$ cat src/rtl/ship_pixel_gen.sv
// Ship + single-bullet pixel generator sitting behind the VGA timing block.
// Optional macro SHIP_AUTOFIRE_EN: a held fire button re-arms a shot on every frame tick.
module ship_pixel_gen #(
  parameter int SHIP_W       = 16,
  parameter int SHIP_H       = 8,
  parameter int SHIP_Y       = 228,
  parameter int SHIP_SPEED   = 2,
  parameter int BULLET_W     = 2,
  parameter int BULLET_H     = 4,
  parameter int BULLET_SPEED = 4,
  parameter int H_LAST       = 298
) (
  input  logic       clk,
  input  logic       rst_n,
  input  logic [8:0] H_pos,
  input  logic [8:0] V_pos,
  input  logic       VGA_enable,
  input  logic       H_sync,
  input  logic       V_sync,
  input  logic       btn_left,
  input  logic       btn_right,
  input  logic       btn_fire,
  output logic [2:0] rgb,
  output logic       H_sync_o,
  output logic       V_sync_o
);

  typedef enum logic {BULLET_IDLE, BULLET_FLYING} bullet_state_e;

  localparam logic [9:0] SHIP_X_MAX   = 10'(H_LAST + 1 - SHIP_W);
  localparam logic [8:0] SHIP_X_RESET = 9'd141;
  localparam logic [9:0] SHIP_STEP    = 10'(SHIP_SPEED);

  // Button vectors are packed {fire, right, left}
  logic [2:0]    btn_sync1_q, btn_sync1_d;
  logic [2:0]    btn_sync2_q, btn_sync2_d;
  logic          fire_prev_q, fire_prev_d;
  logic          fire_pending_q, fire_pending_d;
  logic [8:0]    ship_x_q, ship_x_d;
  bullet_state_e bullet_state_q, bullet_state_d;
  logic [8:0]    bx_q, bx_d;
  logic [8:0]    by_q, by_d;
  logic          v_sync_prev_q, v_sync_prev_d;
  logic          v_sync_q, v_sync_d;
  logic          h_sync_q, h_sync_d;
  logic [2:0]    rgb_q, rgb_d;

  logic       tick, fire_edge, launch_req, move_left, move_right;
  logic       ship_hit, bullet_hit;
  logic [2:0] colour;
  logic [9:0] ship_x_ext, bx_ext, by_ext, h_ext, v_ext;

  always_comb begin
    btn_sync1_d   = {btn_fire, btn_right, btn_left};
    btn_sync2_d   = btn_sync1_q;
    fire_prev_d   = btn_sync2_q[2];
    v_sync_d      = V_sync;
    v_sync_prev_d = v_sync_q;
    h_sync_d      = H_sync;

    tick       = v_sync_prev_q & ~v_sync_q;
    fire_edge  = btn_sync2_q[2] & ~fire_prev_q;
    move_left  = btn_sync2_q[0] & ~btn_sync2_q[1];
    move_right = btn_sync2_q[1] & ~btn_sync2_q[0];
`ifdef SHIP_AUTOFIRE_EN
    launch_req = fire_pending_q | fire_edge | btn_sync2_q[2];
`else
    launch_req = fire_pending_q | fire_edge;
`endif
    // A request not consumed by the tick is dropped, so presses during flight vanish
    fire_pending_d = tick ? 1'b0 : (fire_pending_q | fire_edge);

    ship_x_ext = {1'b0, ship_x_q};
    ship_x_d   = ship_x_q;
    if (tick && move_left) begin
      ship_x_d = (ship_x_ext >= SHIP_STEP) ? 9'(ship_x_ext - SHIP_STEP) : 9'd0;
    end else if (tick && move_right) begin
      ship_x_d = (ship_x_ext + SHIP_STEP > SHIP_X_MAX) ? SHIP_X_MAX[8:0]
                                                       : 9'(ship_x_ext + SHIP_STEP);
    end

    bullet_state_d = bullet_state_q;
    bx_d           = bx_q;
    by_d           = by_q;
    if (tick) begin
      case (bullet_state_q)
        BULLET_IDLE: begin
          if (launch_req) begin
            bullet_state_d = BULLET_FLYING;
            bx_d           = 9'(ship_x_ext + 10'(SHIP_W / 2 - 1));
            by_d           = 9'(SHIP_Y - BULLET_H);
          end
        end
        BULLET_FLYING: begin
          if (by_q < 9'(BULLET_SPEED)) begin
            bullet_state_d = BULLET_IDLE;
          end else begin
            by_d = by_q - 9'(BULLET_SPEED);
          end
        end
      endcase
    end

    h_ext  = {1'b0, H_pos};
    v_ext  = {1'b0, V_pos};
    bx_ext = {1'b0, bx_q};
    by_ext = {1'b0, by_q};
    ship_hit = (h_ext >= ship_x_ext) && (h_ext < ship_x_ext + 10'(SHIP_W)) &&
               (v_ext >= 10'(SHIP_Y)) && (v_ext < 10'(SHIP_Y + SHIP_H));
    bullet_hit = (bullet_state_q == BULLET_FLYING) &&
                 (h_ext >= bx_ext) && (h_ext < bx_ext + 10'(BULLET_W)) &&
                 (v_ext >= by_ext) && (v_ext < by_ext + 10'(BULLET_H));
    colour = bullet_hit ? 3'b110 : (ship_hit ? 3'b010 : 3'b000);
    rgb_d  = VGA_enable ? colour : 3'b000;
  end

  always_ff @(posedge clk or negedge rst_n) begin
    if (!rst_n) begin
      btn_sync1_q    <= 3'b000;
      btn_sync2_q    <= 3'b000;
      fire_prev_q    <= 1'b0;
      fire_pending_q <= 1'b0;
      ship_x_q       <= SHIP_X_RESET;
      bullet_state_q <= BULLET_IDLE;
      bx_q           <= 9'd0;
      by_q           <= 9'd0;
      v_sync_prev_q  <= 1'b0;
      v_sync_q       <= 1'b0;
      h_sync_q       <= 1'b0;
      rgb_q          <= 3'b000;
    end else begin
      btn_sync1_q    <= btn_sync1_d;
      btn_sync2_q    <= btn_sync2_d;
      fire_prev_q    <= fire_prev_d;
      fire_pending_q <= fire_pending_d;
      ship_x_q       <= ship_x_d;
      bullet_state_q <= bullet_state_d;
      bx_q           <= bx_d;
      by_q           <= by_d;
      v_sync_prev_q  <= v_sync_prev_d;
      v_sync_q       <= v_sync_d;
      h_sync_q       <= h_sync_d;
      rgb_q          <= rgb_d;
    end
  end

  assign rgb      = rgb_q;
  assign H_sync_o = h_sync_q;
  assign V_sync_o = v_sync_q;

endmodule

$ cat config.mk
export PLATFORM = sky130hd
export DESIGN_NAME = ship_pixel_gen
export DESIGN_NICKNAME = d
export VERILOG_FILES = /design/src/rtl/ship_pixel_gen.sv
export SDC_FILE = /design/constraint.sdc
export NUM_CORES = 1
export LEC_CHECK = 0
export BUFFER_PORTS_ARGS = -buffer_cell sky130_fd_sc_hd__buf_2
export CAP_MARGIN = 40
export CORE_MARGIN = 1
export CORE_UTILIZATION = 45
export DETAILED_ROUTE_END_ITERATION = 12
export PLACE_DENSITY = 0.72
export REMOVE_ABC_BUFFERS = 1
export SETUP_SLACK_MARGIN = 0.3
export SLEW_MARGIN = 10
export SYNTH_ARGS = -nofsm -noshare
export SYNTH_HDL_FRONTEND = slang
export SYNTH_SLANG_ARGS = --single-unit
$ cat constraint.sdc
create_clock -name clk -period 3.05 [get_ports clk]
set_clock_uncertainty 0.05 [all_clocks]
set_input_delay 0.305 -clock clk [delete_from_list [all_inputs] [get_ports clk]]
set_output_delay 0.305 -clock clk [all_outputs]
set_load 0.02 [all_outputs]
=== Word-level counts from Yosys, hierarchy flattened ===
Cells that the tools add are included.

* $add $sub $neg: 7
* $lt $le $gt $ge: 11
* Equal/unequal tests: 2
* Multiplexer cells: 14
* Bitwise gates (word level): 10
* Reduce and logical (&&, ||, !) cells: 12

{| class="wikitable"
|+ Operator list
! kind !! number
|-
| 9-bit 2-to-1 mux || 6
|-
| 9-bit by 10-bit less-than comparator with 1-bit output || 3
|-
| 9-bit >= comparator || 3
|-
| 9-bit by 2-bit adder with 10-bit output, second input constant || 2
|-
| 9-bit one-hot mux with 2 select lines || 1
|-
| 9-bit by 3-bit adder with 10-bit output, second input constant || 1
|-
| 9-bit by 5-bit adder with 10-bit output, second input constant || 1
|-
| 10-bit by 9-bit > comparator with 1-bit output, second input constant || 1
|-
| 9-bit by 3-bit adder with 9-bit output, second input constant || 1
|-
| 9-bit by 2-bit >= comparator with 1-bit output, second input constant || 1
|-
| 9-bit by 8-bit >= comparator with 1-bit output, second input constant || 1
|-
| 1-bit logical AND || 9
|-
| 9-bit by 3-bit less-than comparator with 1-bit output, second input constant || 1
|-
| 9-bit by 8-bit less-than comparator with 1-bit output, second input constant || 1
|-
| 9-bit by 2-bit subtractor with 9-bit output, second input constant || 1
|-
| 9-bit by 3-bit subtractor with 9-bit output, second input constant || 1
|-
| 3-bit 2-to-1 mux || 2
|-
| 3-bit AND reduction || 2
|-
| 1-bit NOT || 5
|-
| 1-bit bitwise AND || 4
|-
| 2-bit != test, second input constant || 2
|-
| 1-bit 2-to-1 mux || 3
|-
| 2-bit 2-to-1 mux || 1
|-
| 1-bit one-hot mux with 2 select lines || 1
|-
| other kinds (2) || 2
|}

* Register bits after elaboration: 42
* Bits of input ports: 26

=== Depth between registers and ports, before layout ===
Gate-level depths: netlist of the first run.

* Depth after elaboration: 8
* Depth in mapped cells: 11

=== Least setup slack after synthesis of the first run ===
Ideal clock, no wire load.

* Path type: register to register
* From: register by_q[2]
* To: register rgb_q[1] (netlist: rgb[1])
* Library setup time: 0.078 ns
* Data arrival time: 2.256 ns
* Path slack: 0.666 ns
* Stages on the path, launching flop included: 11
* Buffers on the path: 0
* Path through: dfrtp_1 ha_1 and3_1 xnor2_1 ha_1 a21o_1 a211oi_1 o21ai_0 a221oi_2 o211a_1 o21bai_1

* Word-level cells in the longest chain between the ends: 5
* Elaborated cells between the ends (all ways): 7
* Classes of those cells: 1 x add/sub; 2 x order compare; 2 x mux; 2 x reduce/logical

{| class="wikitable"
|+ RTL lines
! item !! RTL line !! RTL
|-
| start: declaration || 42 || <nowiki>logic [8:0] by_q, by_d;</nowiki>
|-
| start signal: assignment || 139 || <nowiki>by_q <= by_d;</nowiki>
|-
| 9-bit by 3-bit adder with 10-bit output or 9-bit >= comparator (tied branches) || 112 || <nowiki>(v_ext >= by_ext) && (v_ext < by_ext + 10'(BULLET_H));</nowiki>
|-
| 9-bit by 10-bit less-than comparator with 1-bit output or 1-bit logical AND (tied branches) || 112, 111 ||
|-
| 1-bit logical AND (*) || 112 ||
|-
| 3-bit 2-to-1 mux (*) || 113 || <nowiki>colour = bullet_hit ? 3'b110 : (ship_hit ? 3'b010 : 3'b000);</nowiki>
|-
| 3-bit 2-to-1 mux (*) || 114 || <nowiki>rgb_d = VGA_enable ? colour : 3'b000;</nowiki>
|-
| net rgb_d[1] || 46 || <nowiki>logic [2:0] rgb_q, rgb_d;</nowiki>
|-
| end signal: assignment || 143 || <nowiki>rgb_q <= rgb_d;</nowiki>
|-
| end: declaration || 46 ||
|}

Mark *: on every way through the listed nets, which the timed path passes. The rest lies on a longest branch.
A chain may end at the register's enable or synchronous reset.

=== Worst setup path in the final report of the first run ===
Same ends and word-level chain as after synthesis.

==> results of run 1 <==
==> timing repair <==
action                                  CTS  global route
hold buffers                              1             0
endpoints found under the setup margin    0             1
endpoints found under the hold margin     9             0
setup buffers                             0             1
gates resized for setup                   0             6
==> metrics by stage <==
| stage | cell area, um2 | setup WS (ps) | utilization, % | power, mW | hold slack, ps |
|---|---|---|---|---|---|
| after floorplan | 3280 | 662 | - | 1.83 | -40.6 |
| after global placement | 3540 | 515 | 49.0 | 2.13 | 283 |
| after detailed placement | 3560 | 389 | 49.3 | 2.19 | 169 |
| after CTS | 3650 | 373 | 50.7 | 2.57 | 40.7 |
| after global routing | 3680 | 309 | 51.1 | 2.84 | 35.3 |
| final | 3680 | 505 | 51.1 | 2.60 | 51.3 |
==> synthesized netlist by cell type, types with 2 or more instances <==
library cell  number
o31ai_1            2
a31oi_1            6
buf_4              4
a21oi_1           19
a221oi_1           2
and3_1             3
nor3_2             2
nor3_1             9
nand2_1           31
a21o_1             4
and2_1             2
o31a_1             3
inv_2              2
nor2b_1            2
nand3_1           16
dfstp_2            4
or3_1              3
nand4b_1           2
a32oi_1            2
nand2b_1           5
inv_1             28
o211ai_1           6
ha_1              55
o21ai_1            4
nand4_1            5
a211oi_1           5
o32ai_1            2
o21a_1             2
nor2_1            22
xnor2_1           26
o21ai_0           22
clkbuf_1           3
nor4_1             3
dfrtp_1           35
==> sequential cells by signal, summed over array words and instances, names as in the netlist, 2 cells and up <==
name / flops
bx_q: 9
btn_sync2_q: 3
ship_x_q: 9
by_q: 7
btn_sync1_q: 3
rgb: 2
==> cell type report <==
| class | count | area share [%] |
|---|---|---|
| Inverter | 31 | 3.16 |
| Sequential cell | 39 | 26.7 |
| Clock buffer | 5 | 1.87 |
| Tap cell | 99 | 3.36 |
| Timing Repair Buffer | 30 | 4.69 |
| Clock inverter | 3 | 0.543 |
| Multi-Input combinational cell | 292 | 59.7 |
==> critical path: cells and delay by family, from the launching register on <==
kind	cells	cell delay, ps
flops	1	440
simple gates	1	210
compound gates	6	1100
xor+xnor	1	130
fa+ha+maj	2	520
==> report_power, final <==
group | internal, mW | switching (mW) | total [mW]
combinational | 0.586 | 0.776 | 1.36
sequential | 0.659 | 0.215 | 0.873
clock | 0.159 | 0.205 | 0.364
total | 1.40 | 1.20 | 2.60
==> cells by family after synthesis <==
logic type / count (synthesis)
xor+xnor: 27
buf+inv: 41
simple gates: 116
other cells: 1
fa+ha+maj: 55
compound gates: 93
flops: 39
==> metal layers <==
metal | track usage, % | vias to the layer above | routed length, um
met3 | 3.49 | 12 | 372
met2 | 31.9 | 94 | 3370
met1 | 30.7 | 1330 | 3700
met5 | 0 | - | 0
met4 | 8.21 | 0 | 148
li1 | - | 1399 | -
==> placed cells by master, fill, tap and decap left out, types with 4 or more instances in the layout <==
cell type  instances
a31oi_1            6
dfrtp_1           33
dfstp_2            4
nand3_1           16
ha_1              55
a211oi_1           5
o21ai_1            5
clkbuf_8           5
a21o_1             4
buf_2             27
nand4_1            5
inv_1             28
nand2_1           31
nor2_1            22
xnor2_1           26
nor3_1             8
o21ai_0           21
o211ai_1           6
a21oi_1           19
nand2b_1           5
==> worst paths after layout <==
path                                          startpoint                        to  slack (ps)  cells past startpoint
min in group asynchronous                          rst_n   ship_x_q[6]$_DFFE_PN0P_         370                      2
worst min-delay path                              H_sync        H_sync_o$_DFF_PN0_          50                      1
worst min register to register  btn_sync1_q[0]$_DFF_PN0_  btn_sync2_q[0]$_DFF_PN0_         300                      0
worst max register to register       by_q[2]$_DFFE_PN0P_          rgb[1]$_DFF_PN0_         500                     10
max in group asynchronous                          rst_n   ship_x_q[7]$_DFFE_PN1P_        2070                      3
worst max-delay path                 by_q[2]$_DFFE_PN0P_          rgb[1]$_DFF_PN0_         500                     10
==> run_results.csv, run 1 <==
group,metric,value,unit
global_routing,antenna_found_initial,0,
clock_network,cts-root-buf,"clkbuf_8",
sta,hold_violations,0,
drt,vias,2835,
die,die_area,7770,um2
finish,seq_area,983,um2
finish,multi_input_area,2200,um2
sta,setup_tns,0,ps
die,floorplan.core_area,7210,um2
drt,wl,7590,um
synth,synth_top_cell_by_area,"dfrtp_1",
sta,worst_pin_slew,624,ps
die,initial_core_util,46.3,%
synth,synth_area,3340,um2
synth,synthFlopType,"dfrtp_1",
drt,post_drt_wl_per_cell,15.2,um
drt,drt_iter0_drc,180,
critical_path,crit_path_frequent_cell,"ha_1",
synth,syn_inst,372,
drt,via_per_inst,5.68,
placed_design,port_buffers,27,
drt,drtAntennaViolNets,0,
global_routing,grt_max_degree,28,
global_routing,overflow,0,
finish,diodes,0,
die,io_pins,31,
clock_network,cts_made_buffers,5,
sta,slew_viol_final,0,
critical_path,crit_path_top_delay_cell,"dfrtp_2",
critical_path,path_class,"flip-flop to flip-flop",
synth,synth_seq_cells,39,
global_routing,grt_pass1_wl,12800,um
synth,synth.avg_cell_area,8.98,um2
drt,drc,0,
clock_network,cts_tree,"done",
worst_hold_path,hold_path.class,"input pin to flip-flop",
drt,firstDrtPassIters,5,
synth,synth_edf_count,0,
status,outcome,"finished clean",
clock_network,clk_latency,300,ps
clock_network,cts_buffer_depth,2,
critical_path,cp_max_fo,5,
sta,relSlewSlack,58.2,%
synth,synth_fa_ha_area_share,20.6,%
synth,synth_xor_area_share,7.08,%
synth,ys_async_sr_fraction,100,%
sta,fin_crit_sh,83.5,%
synth,yosys_warnings,0,
sta,rsz0062_at_grt,"no",
critical_path,start_kind,"flip-flop",
finish,drive_above_1_share,14.8,%
die,die_h,88.1,um
run,drv_cap,0,
critical_path,crit_path_max_incr_delay,440,ps
synth,yosys.area_share.simple,18.6,%
placed_design,placed_cells,489,
finish,fillers,723,
placed_design,dp_hpwl,6040,um
global_routing,grt_util_all_layers,21.3,%
finish,nets,480,
clock_network,cts_max_level,2,
pwr,p_per_area,705,nW/um2
pwr,ir_worst_vdd,0.000284,V
sta,setup_viol_count_final,0,
synth,synth-compound-area-share,18.9,%
synth,yosysSeqAreaShare,29.4,%
pwr,p_leak,1.59,nW
synth,netlist_top_cells_area,"dfrtp_1 (26%), ha_1 (21%), xnor2_1 (6.8%)",
die,die_w,88.1,um
synth,netlist.area_leader.share,26.2,%
finish,syn_to_final_growth,10.3,%
sta,fin_crit,2550,ps
synth,ys_types,65,
global_routing,grt_pass1_vias,2681,
die,rows,31,
critical_path,worstPathCellList,"ha_1, and3_1, xnor2_1, ha_1, a21o_1, a211oi_1, o21ai_1, a221oi_2, o211a_1, o21bai_1",
critical_path,crit_required,3230,ps
critical_path,crit_path_end_kind,"flip-flop",
clock_network,clock_sinks,39,
critical_path,critical_path_arrival,2730,ps
finish,finalNonFillerCells,499,
synth,synth_top_family_by_area,"adder cells",
sta,max_freq,393,MHz
synth,synth_mux_area_share,0,%
clock_network,path_clk_slew,90,ps
placed_design,gp_congestion,0.895,
Power figures use the tool's default switching activity.
==> run 2: changes to the inputs <==
Settings changed: PLACE_DENSITY 0.72 to 0.75.
Clock period 3.05 ns to 2.2 ns, I/O delays scaled along.
==> run_results.csv, run 2 (synthesis results as in run 1) <==
group,metric,value,unit
drt,drc,0,
finish,final_common_cell,"buf_4",
sta,relSlewSlack,63.6,%
finish,drive_above_1_share,32.8,%
global_routing,grt_util_all_layers,24.1,%
clock_network,cts_buffer_depth,2,
finish,nets,540,
die,die_area,7770,um2
clock_network,cts_made_buffers,5,
pwr,p_total,4.70,mW
sta,slew_viol_final,0,
critical_path,r2r-start,"bx_q[2]$_DFFE_PN0P_",
clock_network,cts_max_level,2,
finish,syn_to_final_growth,33.1,%
pwr,ir_worst_vdd,0.000433,V
critical_path,crit_path_max_incr_delay,550,ps
global_routing,grt_max_degree,23,
critical_path,cp_max_fo,3,
global_routing,grt_pass1_wl,14300,um
clock_network,cts-root-buf,"clkbuf_8",
drt,firstDrtPassIters,6,
clock_network,path_clk_slew,90,ps
critical_path,critPathLaunch,"bx_q[2]$_DFFE_PN0P_",
critical_path,path_buf_inv,1,
placed_design,port_buffers,27,
sta,hold_violations,0,
critical_path,rr_endpoint,"rgb[1]$_DFF_PN0_",
finish,final_cell_mix,"buf_4 (53), ha_1 (48), dfrtp_1 (32)",
critical_path,path_class,"flip-flop to flip-flop",
clock_network,clock_sinks,39,
critical_path,cp_top_family,"simple AND/OR/NAND/NOR gates",
pwr,p_leak,1.92,nW
drt,vias,3254,
finish,reg_top3,"bx_q x9, ship_x_q x9, by_q x7",
placed_design,dp_hpwl,6520,um
die,initial_core_util,46.3,%
sta,worst_pin_slew,538,ps
global_routing,grt_pass1_vias,3025,
critical_path,crit_required,2390,ps
status,outcome,"complete, but fails checks",
critical_path,critical_path_arrival,2600,ps
critical_path,crit_path_top_delay_cell,"or4_4",
drt,post_drt_wl_per_cell,17.7,um
finish,diodes,0,
finish,fin_util,61.6,%
placed_design,gp_congestion,0.951,
critical_path,start_kind,"flip-flop",
drt,drtAntennaViolNets,0,
critical_path,critPathCapture,"rgb[1]$_DFF_PN0_",
worst_hold_path,hold_path.class,"input pin to flip-flop",
sta,max_freq,414,MHz
die,die_h,88.1,um
die,io_pins,31,
sta,fin_crit,2410,ps
global_routing,antenna_found_initial,0,
sta,setup_ws,-213,ps
global_routing,overflow,0,
pwr,p_per_area,1060,nW/um2
critical_path,r2r_setup_slack,-210,ps
sta,fin_crit_sh,110,%
drt,via_per_inst,5.82,
clock_network,clk_latency,300,ps
finish,fillers,582,
critical_path,crit_path_end_kind,"flip-flop",
die,rows,31,
critical_path,reg2regPathDepth,11,
run,drv_cap,0,
sta,rsz0062_at_grt,"yes",
clock_network,cts_tree,"done",
die,floorplan.core_area,7210,um2
critical_path,worstPathCellList,"buf_6, ha_4, nand3_4, xnor2_2, ha_1, or4_4, a21oi_2, a31oi_1, o211ai_1, o211a_1, o21bai_1",
status,violations,"setup timing",
die,die_w,88.1,um
drt,drt_iter0_drc,330,
critical_path,cp.depth,11,
sta,setup_viol_count_final,2,
drt,wl,9870,um
## run 2: tightest hold or removal path, delay by kind of cell
kind	cells	cell delay, ps
and+or+nand+nor	1	80
buffers and inverters	1	100
AOI/OAI and AO/OA	2	200
## run 2: worst min-delay path by stage
stage / start / endpoint / slack [ps] / cells after the start
after floorplan: rst_n / H_sync_o$_DFF_PN0_ / -130 / 0
after global placement: btn_left / btn_sync1_q[0]$_DFF_PN0_ / 280 / 1
after detailed placement: rst_n / ship_x_q[6]$_DFFE_PN0P_ / 150 / 1
after CTS: V_pos[8] / rgb[1]$_DFF_PN0_ / 260 / 4
after global routing: V_pos[8] / rgb[1]$_DFF_PN0_ / 320 / 4
final: V_pos[8] / rgb[1]$_DFF_PN0_ / 280 / 4
## run 2: cell type report
cell class | count | area (um2) | share of cell area (%)
clock buffer | 5 | 68.8 | 1.55
clock inverter | 3 | 23.8 | 0.535
inverter | 31 | 119 | 2.67
multi-input combinational | 292 | 2470 | 55.6
sequential | 39 | 985 | 22.2
tap | 99 | 124 | 2.79
timing repair buffer | 90 | 654 | 14.7
## run 2: power breakdown
group | switching, mW | internal, mW
clock | 0.291 | 0.227
sequential | 0.237 | 0.915
combinational | 1.60 | 1.42
## run 2: metal layers
| layer | up-vias | global-route usage [%] | share of wire [%] |
|---|---|---|---|
| li1 | 1525 | - | - |
| met1 | 1547 | 31.7 | 42 |
| met2 | 138 | 39.8 | 47 |
| met3 | 44 | 4.34 | 5.7 |
| met4 | 0 | 8.65 | 4.8 |
| met5 | - | 0 | 0 |
## run 2: through the flow
step	std cells	cell area, um2	worst slack (ps)	hold slack [ps]	TNS [ps]
final	559	4440	-213	275	-405
after CTS	547	4190	-139	258	-165
after floorplan	362	3280	-188	-126	-274
after global placement	520	3780	-188	278	-270
after global routing	559	4440	-314	319	-574
after detailed placement	521	3800	-315	150	-518
## run 2: timing repair
action	in CTS	in global routing
buffers inserted	12	12
setup endpoints to repair	11	17
gates resized for setup	31	33
hold buffers	6	0
endpoints found under the hold margin	21	0
pin swaps	16	26
gates cloned	0	0
